==> config.mk <==
export PLATFORM = sky130hd
export DESIGN_NAME = axil_wr_arbiter
export DESIGN_NICKNAME = d
export VERILOG_FILES = /design/src/rtl/axil_wr_arbiter.sv
export SDC_FILE = /design/constraint.sdc
export NUM_CORES = 1
export LEC_CHECK = 0
export ABC_AREA = 1
export CORE_AREA = 2 2 94 96
export DETAILED_ROUTE_END_ITERATION = 6
export DIE_AREA = 0 0 96 98
export PLACE_DENSITY_LB_ADDON = 0.15
export SETUP_SLACK_MARGIN = 0.02
export SYNTH_ARGS = -nofsm -noshare
export SYNTH_HDL_FRONTEND = slang
export SYNTH_SLANG_ARGS = --single-unit
==> constraint.sdc <==
create_clock -name clk -period 1.2 [get_ports clk]
set_input_delay 0.18 -clock clk [delete_from_list [all_inputs] [get_ports clk]]
set_output_delay 0.18 -clock clk [all_outputs]
set_load 0.005 [all_outputs]
==> src/rtl/axil_wr_arbiter.sv <==
// Round-robin arbiter sharing one AXI-lite write path (AW/W/B) between S_COUNT masters.
// One write in flight at a time; the grant is held until the B handshake completes.
module axil_wr_arbiter #(
  parameter int S_COUNT    = 2,
  parameter int DATA_WIDTH = 32,
  parameter int ADDR_WIDTH = 32,
  parameter int STRB_WIDTH = DATA_WIDTH / 8
) (
  input  logic                           clk,
  input  logic                           rst,
  input  logic [S_COUNT*ADDR_WIDTH-1:0]  s_axil_awaddr,
  input  logic [S_COUNT*3-1:0]           s_axil_awprot,
  input  logic [S_COUNT-1:0]             s_axil_awvalid,
  output logic [S_COUNT-1:0]             s_axil_awready,
  input  logic [S_COUNT*DATA_WIDTH-1:0]  s_axil_wdata,
  input  logic [S_COUNT*STRB_WIDTH-1:0]  s_axil_wstrb,
  input  logic [S_COUNT-1:0]             s_axil_wvalid,
  output logic [S_COUNT-1:0]             s_axil_wready,
  output logic [S_COUNT*2-1:0]           s_axil_bresp,
  output logic [S_COUNT-1:0]             s_axil_bvalid,
  input  logic [S_COUNT-1:0]             s_axil_bready,
  output logic [ADDR_WIDTH-1:0]          m_axil_awaddr,
  output logic [2:0]                     m_axil_awprot,
  output logic                           m_axil_awvalid,
  input  logic                           m_axil_awready,
  output logic [DATA_WIDTH-1:0]          m_axil_wdata,
  output logic [STRB_WIDTH-1:0]          m_axil_wstrb,
  output logic                           m_axil_wvalid,
  input  logic                           m_axil_wready,
  input  logic [1:0]                     m_axil_bresp,
  input  logic                           m_axil_bvalid,
  output logic                           m_axil_bready
);

  localparam int GW = (S_COUNT > 1) ? $clog2(S_COUNT) : 1;

  typedef enum logic [1:0] {IDLE, XFER, RESP} state_t;

  state_t          r_state;
  logic [GW-1:0]   r_g;
  logic [GW-1:0]   r_last;
  logic            r_aw_done;
  logic            r_w_done;

  logic [GW-1:0]   w_pick;
  logic            w_any;
  logic            w_in_xfer;
  logic            w_in_resp;
  logic            w_aw_hs;
  logic            w_w_hs;
  logic            w_b_hs;

  // Circular scan from r_last+1: first pass covers indices above r_last,
  // second pass wraps around to indices at or below it.
  always_comb begin
    w_any  = 1'b0;
    w_pick = r_last;
    for (int unsigned i = 0; i < S_COUNT; i++) begin
      if (!w_any && s_axil_awvalid[i] && (GW'(i) > r_last)) begin
        w_any  = 1'b1;
        w_pick = GW'(i);
      end
    end
    for (int unsigned i = 0; i < S_COUNT; i++) begin
      if (!w_any && s_axil_awvalid[i] && (GW'(i) <= r_last)) begin
        w_any  = 1'b1;
        w_pick = GW'(i);
      end
    end
  end

  assign w_in_xfer = (r_state == XFER);
  assign w_in_resp = (r_state == RESP);

  assign m_axil_awaddr  = s_axil_awaddr[32'(r_g)*ADDR_WIDTH +: ADDR_WIDTH];
  assign m_axil_awprot  = s_axil_awprot[32'(r_g)*3 +: 3];
  assign m_axil_wdata   = s_axil_wdata[32'(r_g)*DATA_WIDTH +: DATA_WIDTH];
  assign m_axil_wstrb   = s_axil_wstrb[32'(r_g)*STRB_WIDTH +: STRB_WIDTH];

  assign m_axil_awvalid = w_in_xfer & s_axil_awvalid[r_g] & ~r_aw_done;
  assign m_axil_wvalid  = w_in_xfer & s_axil_wvalid[r_g] & ~r_w_done;
  assign m_axil_bready  = w_in_resp & s_axil_bready[r_g];

  assign w_aw_hs = m_axil_awvalid & m_axil_awready;
  assign w_w_hs  = m_axil_wvalid & m_axil_wready;
  assign w_b_hs  = w_in_resp & m_axil_bvalid & s_axil_bready[r_g];

  assign s_axil_bresp = {S_COUNT{m_axil_bresp}};

  always_comb begin
    s_axil_awready = '0;
    s_axil_wready  = '0;
    s_axil_bvalid  = '0;
    if (w_in_xfer) begin
      s_axil_awready[r_g] = m_axil_awready & ~r_aw_done;
      s_axil_wready[r_g]  = m_axil_wready & ~r_w_done;
    end
    if (w_in_resp) begin
      s_axil_bvalid[r_g] = m_axil_bvalid;
    end
  end

  always_ff @(posedge clk or posedge rst) begin
    if (rst) begin
      r_state   <= IDLE;
      r_g       <= '0;
      r_last    <= GW'(S_COUNT - 1);
      r_aw_done <= 1'b0;
      r_w_done  <= 1'b0;
    end else begin
      case (r_state)
        IDLE: begin
          if (w_any) begin
            r_g     <= w_pick;
            r_state <= XFER;
          end
        end
        XFER: begin
          // Either channel may finish first or both in the same cycle.
          if ((r_aw_done | w_aw_hs) & (r_w_done | w_w_hs)) begin
            r_state   <= RESP;
            r_aw_done <= 1'b0;
            r_w_done  <= 1'b0;
          end else begin
            if (w_aw_hs) r_aw_done <= 1'b1;
            if (w_w_hs)  r_w_done  <= 1'b1;
          end
        end
        RESP: begin
          if (w_b_hs) begin
            r_last  <= r_g;
            r_state <= IDLE;
          end
        end
        default: r_state <= IDLE;
      endcase
    end
  end

endmodule

==> results of run 1 <==
## cell usage after synthesis
cell type	number
inv_2	1
a21oi_2	1
dfrtp_1	5
o21ai_1	1
inv_1	7
buf_4	13
a32oi_1	1
dfstp_2	1
a21boi_1	2
nor3_1	6
nand2_2	8
o21ai_0	1
buf_6	1
nand3_1	4
buf_2	7
nand2_1	228
nor2_1	5
inv_6	1
## layer usage
layer  GRT usage  routed length, um  vias to the layer above
met5           0                  0                        -
met4      0.0582                289                        0
met3      0.0262                519                       22
met2       0.339               4820                      102
met1       0.182               3130                     1168
li1            -                  -                     1403
## kinds of logic (layout without fill, tap and decap cells)
family,Yosys count,in the layout,share of synthesized area
simple gates,251,251,0.721
flops,6,6,0.112
compound gates,6,6,0.0315
buf+inv,30,295,0.135
## registers in the layout (all words and copies together), names as in the netlist
| signal | flops |
|---|---|
| r_aw_done | 1 |
| r_last | 1 |
| r_w_done | 1 |
| r_state | 2 |
| r_g | 1 |
## final cells by class
class	instances	share of cell area
timing repair buffer	282	0.611
multi-input combinational	257	0.300
sequential	6	0.0362
tap	108	0.0320
clock buffer	4	0.0107
inverter	9	0.00979
## through the flow
step | std cells | setup TNS [ns] | power [mW]
final | 666 | -21.76 | 7.00
after global routing | 666 | -26.25 | 7.64
after CTS | 667 | -27.90 | 6.83
after detailed placement | 637 | -29.06 | 6.03
after global placement | 637 | -28.63 | 6.00
after floorplan | 293 | 0 | 2.54
## worst paths after layout
check                           cells past startpoint  slack (ns)                      to                from
min in group clk                                    0        0.36         s_axil_bresp[0]     m_axil_bresp[0]
worst min-delay path                                2        0.17  r_state[1]$_DFFE_PP0P_                 rst
max in group asynchronous                           2        0.77      r_last$_DFFE_PP1P_                 rst
worst max-delay path                                8       -0.39          m_axil_awvalid     r_g$_DFFE_PP0P_
worst min register to register                      2        0.46      r_last$_DFFE_PP1P_  r_last$_DFFE_PP1P_
worst max register to register                      9       -0.32   r_aw_done$_DFFE_PP0P_     r_g$_DFFE_PP0P_
## power groups by stage
stage                     registers, mW  logic, mW  clock network [mW]
after floorplan                   0.366       2.17                   0
after global placement            0.387       5.62                   0
after detailed placement          0.389       5.64                   0
after CTS                         0.398       6.11               0.324
after global routing              0.421       6.87               0.346
final                             0.406       6.27               0.330
## worst max-delay path, cell delays in order, from the launching register on
cell and delay (ns):
dfrtp_2 0.45, buf_12 0.17, buf_8 0.11, buf_6 0.09, nand2_4 0.04, nand2_4 0.07, nand2_2 0.04, nor2_1 0.08
buf_2 0.13
## repair_timing
item | in CTS | in global routing
hold buffers | 0 | 0
pin swaps | 17 | 30
gates cloned | 3 | 0
gates resized for setup | 309 | 104
setup buffers | 23 | 5
setup endpoints to repair | 85 | 85
==> impl_metrics.json, run 1 <==
{
  "status": "finished with violations",
  "failed_checks": "setup timing",
  "synth-seq-cells": 6,
  "final_layout_size_suffix_gt1_frac": 0.385,
  "endpoint_kind": "output pin",
  "grt_overflow": 0,
  "critical_path_class": "flop to output pin",
  "finalClockSkew_ns": 0.00687,
  "finalCoreUtilization": 0.498,
  "avgSynthCellArea_sq_um": 4.61,
  "avgViaCountPerCell": 4.05,
  "period_share": 1.32,
  "fp.dieH_um": 98,
  "max_freq_mhz": 629,
  "mostFrequentLayoutCell": "nand2_1",
  "design_area_sq_um": 4220,
  "power.density_nw_per_um2": 1660,
  "nets": 714,
  "synth_cells": 293,
  "first_pass_iters": 4,
  "drtAntennaViolNets": 0,
  "cp.required_ns": 1.02,
  "routedWlPerCell_um": 13.2,
  "cts_root_buf": "clkbuf_8",
  "p_leak_nw": 2.17,
  "hp-class": "input pin to async pin",
  "synth_nets": 448,
  "finalCriticalPeriod_ns": 1.59,
  "core_area_sq_um": 8470,
  "start_kind": "flop",
  "cts_sinks": 6,
  "grt_pass1_vias": 2725,
  "synthTopCellsByArea": "nand2_1, dfrtp_1, buf_4, nand2_2, buf_2",
  "rows": 34,
  "mostFrequentLayoutCells": "nand2_1, clkdlybuf4s50_1, nand2_2",
  "netlist_area_sq_um": 1350,
  "yosys.cell_types.count": 18,
  "fin_ws_ns": -0.390,
  "ys_warn_count": 0,
  "power_frac_seq": 0.058,
  "critPathMaxFanout": 6,
  "vdd_drop_max_v": 0.000941,
  "ff_latch_area_sq_um": 153,
  "tightestPinTransition_ns": 0.261,
  "comb_power_share": 0.895,
  "switching_share": 0.438,
  "wl_mm": 8.76,
  "hold_violations": 0,
  "placed_cell_area_sq_um": 3950,
  "ys_seq_area_frac": 0.112,
  "path_clk_slew_ns": 0.04,
  "initial_utilization": 0.160,
  "cts_made_buffers": 3,
  "synthToLayoutAreaGrowth_pct": 212,
  "diodes": 0,
  "clk_latency_ns": 0.23,
  "rsz0062_at_grt": "true",
  "io_pins": 239,
  "die_w_um": 96,
  "n_fill_cell": 872,
  "grt_max_degree": 18,
  "setup_violations": 85,
  "vias": 2695,
  "clockBufferDepth": 2,
  "drv_slew": 0,
  "place_ws_ns": -0.493,
  "cts_tree": "built",
  "antenna_found_initial": 0,
  "multi_input_area_sq_um": 1270,
  "arrival_ns": 1.41,
  "internal_power_mw": 3.94,
  "yosysTopAreaCell": "nand2_1",
  "die-area_sq_um": 9410,
  "max_cap_violations": 0,
  "synth_top_area_frac": 0.633,
  "gp_congestion": 0.875,
  "h-tree-depth": 1,
  "p_clk_frac": 0.047,
  "grt_usage": 0.174,
  "hpwl_mm": 6.74,
  "grt_first_pass_wirelength_mm": 13.1,
  "drc_errors": 0,
  "drt_iter0_drc": 31,
  "netSwitchingPower_mw": 3.07,
  "maxSlewHeadroom": 0.824,
  "portBuffers": 232,
  "hold_slack_ns": 0.168
}
No activity file was read; power rests on OpenSTA's default activity.
==> inputs of run 2 (changes only) <==
--- a/config.mk
+++ b/config.mk
@@ -7,6 +7,7 @@
 export LEC_CHECK = 0
 export ABC_AREA = 1
 export CORE_AREA = 2 2 94 96
+export CTS_CLUSTER_SIZE = 28
 export DETAILED_ROUTE_END_ITERATION = 6
 export DIE_AREA = 0 0 96 98
 export PLACE_DENSITY_LB_ADDON = 0.15
==> results of run 2 <==
The final DEF is identical to that of run 1; final timing and power are the same.
==> inputs of run 3 (changes only) <==
--- a/config.mk
+++ b/config.mk
@@ -11,7 +11,6 @@
 export DETAILED_ROUTE_END_ITERATION = 6
 export DIE_AREA = 0 0 96 98
 export PLACE_DENSITY_LB_ADDON = 0.15
-export SETUP_SLACK_MARGIN = 0.02
 export SYNTH_ARGS = -nofsm -noshare
 export SYNTH_HDL_FRONTEND = slang
 export SYNTH_SLANG_ARGS = --single-unit
==> constraint.sdc (replaced) <==
create_clock -name clk -period 1.52 [get_ports clk]
set_input_delay 0.228 -clock clk [delete_from_list [all_inputs] [get_ports clk]]
set_output_delay 0.228 -clock clk [all_outputs]
set_load 0.005 [all_outputs]
==> impl_metrics.json, run 3 (synthesis gave the netlist of run 1 again) <==
{
  "tightestPinTransition_ns": 0.251,
  "cts_made_buffers": 3,
  "arrival_ns": 1.45,
  "core_area_sq_um": 8470,
  "grt_max_degree": 15,
  "maxSlewHeadroom": 0.831,
  "vdd_drop_max_v": 0.000681,
  "drv_slew": 0,
  "hpwl_mm": 6.67,
  "portBuffers": 232,
  "status": "finished with violations",
  "drt_iter0_drc": 46,
  "grt_first_pass_wirelength_mm": 13.7,
  "nets": 726,
  "fp.dieH_um": 98,
  "fin_cells": 678,
  "hold_violations": 0,
  "drtAntennaViolNets": 0,
  "hp-class": "input pin to async pin",
  "diodes": 0,
  "finalCriticalPeriod_ns": 1.68,
  "largest_register_ffs": 2,
  "hold_slack_ns": 0.216,
  "vias": 2769,
  "antenna_found_initial": 0,
  "cts_root_buf": "clkbuf_8",
  "setup_violations": 75,
  "gp_congestion": 0.859,
  "grt_pass1_vias": 2690,
  "max_cap_violations": 0,
  "regMostFlops": "r_state",
  "crit_buf_inv": 5,
  "grt_use_met2": 0.360,
  "initial_utilization": 0.160,
  "mostFrequentLayoutCells": "nand2_1, clkdlybuf4s50_1, nand2_2",
  "grt_usage": 0.185,
  "critical_path_class": "flop to output pin",
  "cp_top_family": "buffers and inverters",
  "cp.required_ns": 1.29,
  "use_met1": 0.203,
  "cts-hold-fix-buffers": 0,
  "grt_busiest_layer": "met2",
  "avgViaCountPerCell": 4.08,
  "fin_ws_ns": -0.161,
  "path_clk_slew_ns": 0.04,
  "critPathMaxFanout": 7,
  "max_freq_mhz": 595,
  "finalClockSkew_ns": 0.000646,
  "clk_latency_ns": 0.23,
  "h-tree-depth": 1,
  "routedWlPerCell_um": 13.7,
  "clockBufferDepth": 2,
  "drc_errors": 0,
  "first_pass_iters": 4,
  "mostFrequentLayoutCell": "nand2_1",
  "p_leak_nw": 2.37,
  "io_pins": 239,
  "cp_cell_sequence": "buf_12 -> inv_12 -> buf_8 -> buf_12 -> nand2_4 -> nand2_4 -> nand2_2 -> nor2_2 -> buf_2",
  "rows": 34,
  "synthToLayoutAreaGrowth_pct": 243,
  "failed_checks": "setup timing",
  "max_stage_delay_ns": 0.43,
  "die-area_sq_um": 9410,
  "power.density_nw_per_um2": 1400,
  "placed_cells": 633,
  "period_share": 1.11,
  "die_w_um": 96,
  "cts_sinks": 6,
  "start_kind": "flop",
  "cpMaxStageDelayCell": "dfrtp_2",
  "wl_mm": 9.30,
  "endpoint_kind": "output pin",
  "final_layout_size_suffix_gt1_frac": 0.430,
  "cts_tree": "built",
  "gr-usage-met3": 0.0239,
  "grt_overflow": 0,
  "rsz0062_at_grt": "true"
}
run 3: changes by cell type in the layout (fill, tap and decap cells not counted), sizes merged:
cell,previous run,this run
buf,104,132
clkbuf,28,5
clkdlybuf4s15,2,9
run 3: path summary, 6_finish.rpt:
check,startpoint,endpoint,slack [ns],cells after the start
max in group asynchronous,rst,r_last$_DFFE_PP1P_,1.05,2
worst min register to register,r_last$_DFFE_PP1P_,r_last$_DFFE_PP1P_,0.47,2
worst max register to register,r_g$_DFFE_PP0P_,r_state[0]$_DFFE_PP0P_,-0.08,13
worst max-delay path,r_g$_DFFE_PP0P_,m_axil_wvalid,-0.16,9
worst min-delay path,rst,r_state[0]$_DFFE_PP0P_,0.22,2
min in group clk,m_axil_bresp[0],s_axil_bresp[0],0.46,0
run 3: what timing repair did:
item / in CTS / in global routing
endpoints found under the setup margin: 80 / 85
resized for setup: 388 / 88
cloned: 7 / 1
endpoints found under the hold margin: 0 / 0
pin swaps: 12 / 25
buffers inserted: 35 / 9
run 3: metrics by stage:
step           setup slack (ns)   util  total power, mW  area, sq um  TNS [ns]
2_1_floorplan             0.352      -             2.01         1350         0
3_3_place_gp             -0.250  0.461             4.62         3900     -8.20
3_5_place_dp             -0.263  0.461             4.64         3900     -8.84
4_1_cts                  -0.198  0.520             6.18         4400     -6.72
5_1_grt                  -0.254  0.548             7.06         4640    -10.81
6_report                 -0.161  0.548             6.51         4640     -5.83
run 3: area by class of cell:
type | count | area (sq um)
Clock buffer | 4 | 45.0
Fill cell | 837 | 3820
Inverter | 9 | 46.3
Multi-Input combinational cell | 257 | 1380
Sequential cell | 6 | 153
Tap cell | 108 | 135
Timing Repair Buffer | 294 | 2880
run 3: where the power goes:
group	total, mW	switching (mW)	internal, mW	leakage [nW]
Sequential	0.312	0.0660	0.246	0.0704
Clock	0.265	0.0833	0.182	0.0228
Combinational	5.93	2.59	3.33	2.27
run 3: worst reg2reg max path, delay by kind of cell (launching register included):
family	cells	cell delay [ns]
flip-flops	1	0.43
buffers and inverters	6	0.62
AND/OR/NAND/NOR	7	0.43
run 3: routing by layer:
metal  wire length, um  part of all wire
met3               536             0.058
met4               178             0.019
met1              3390              0.36
met2              5200              0.56
met5                 0                 0
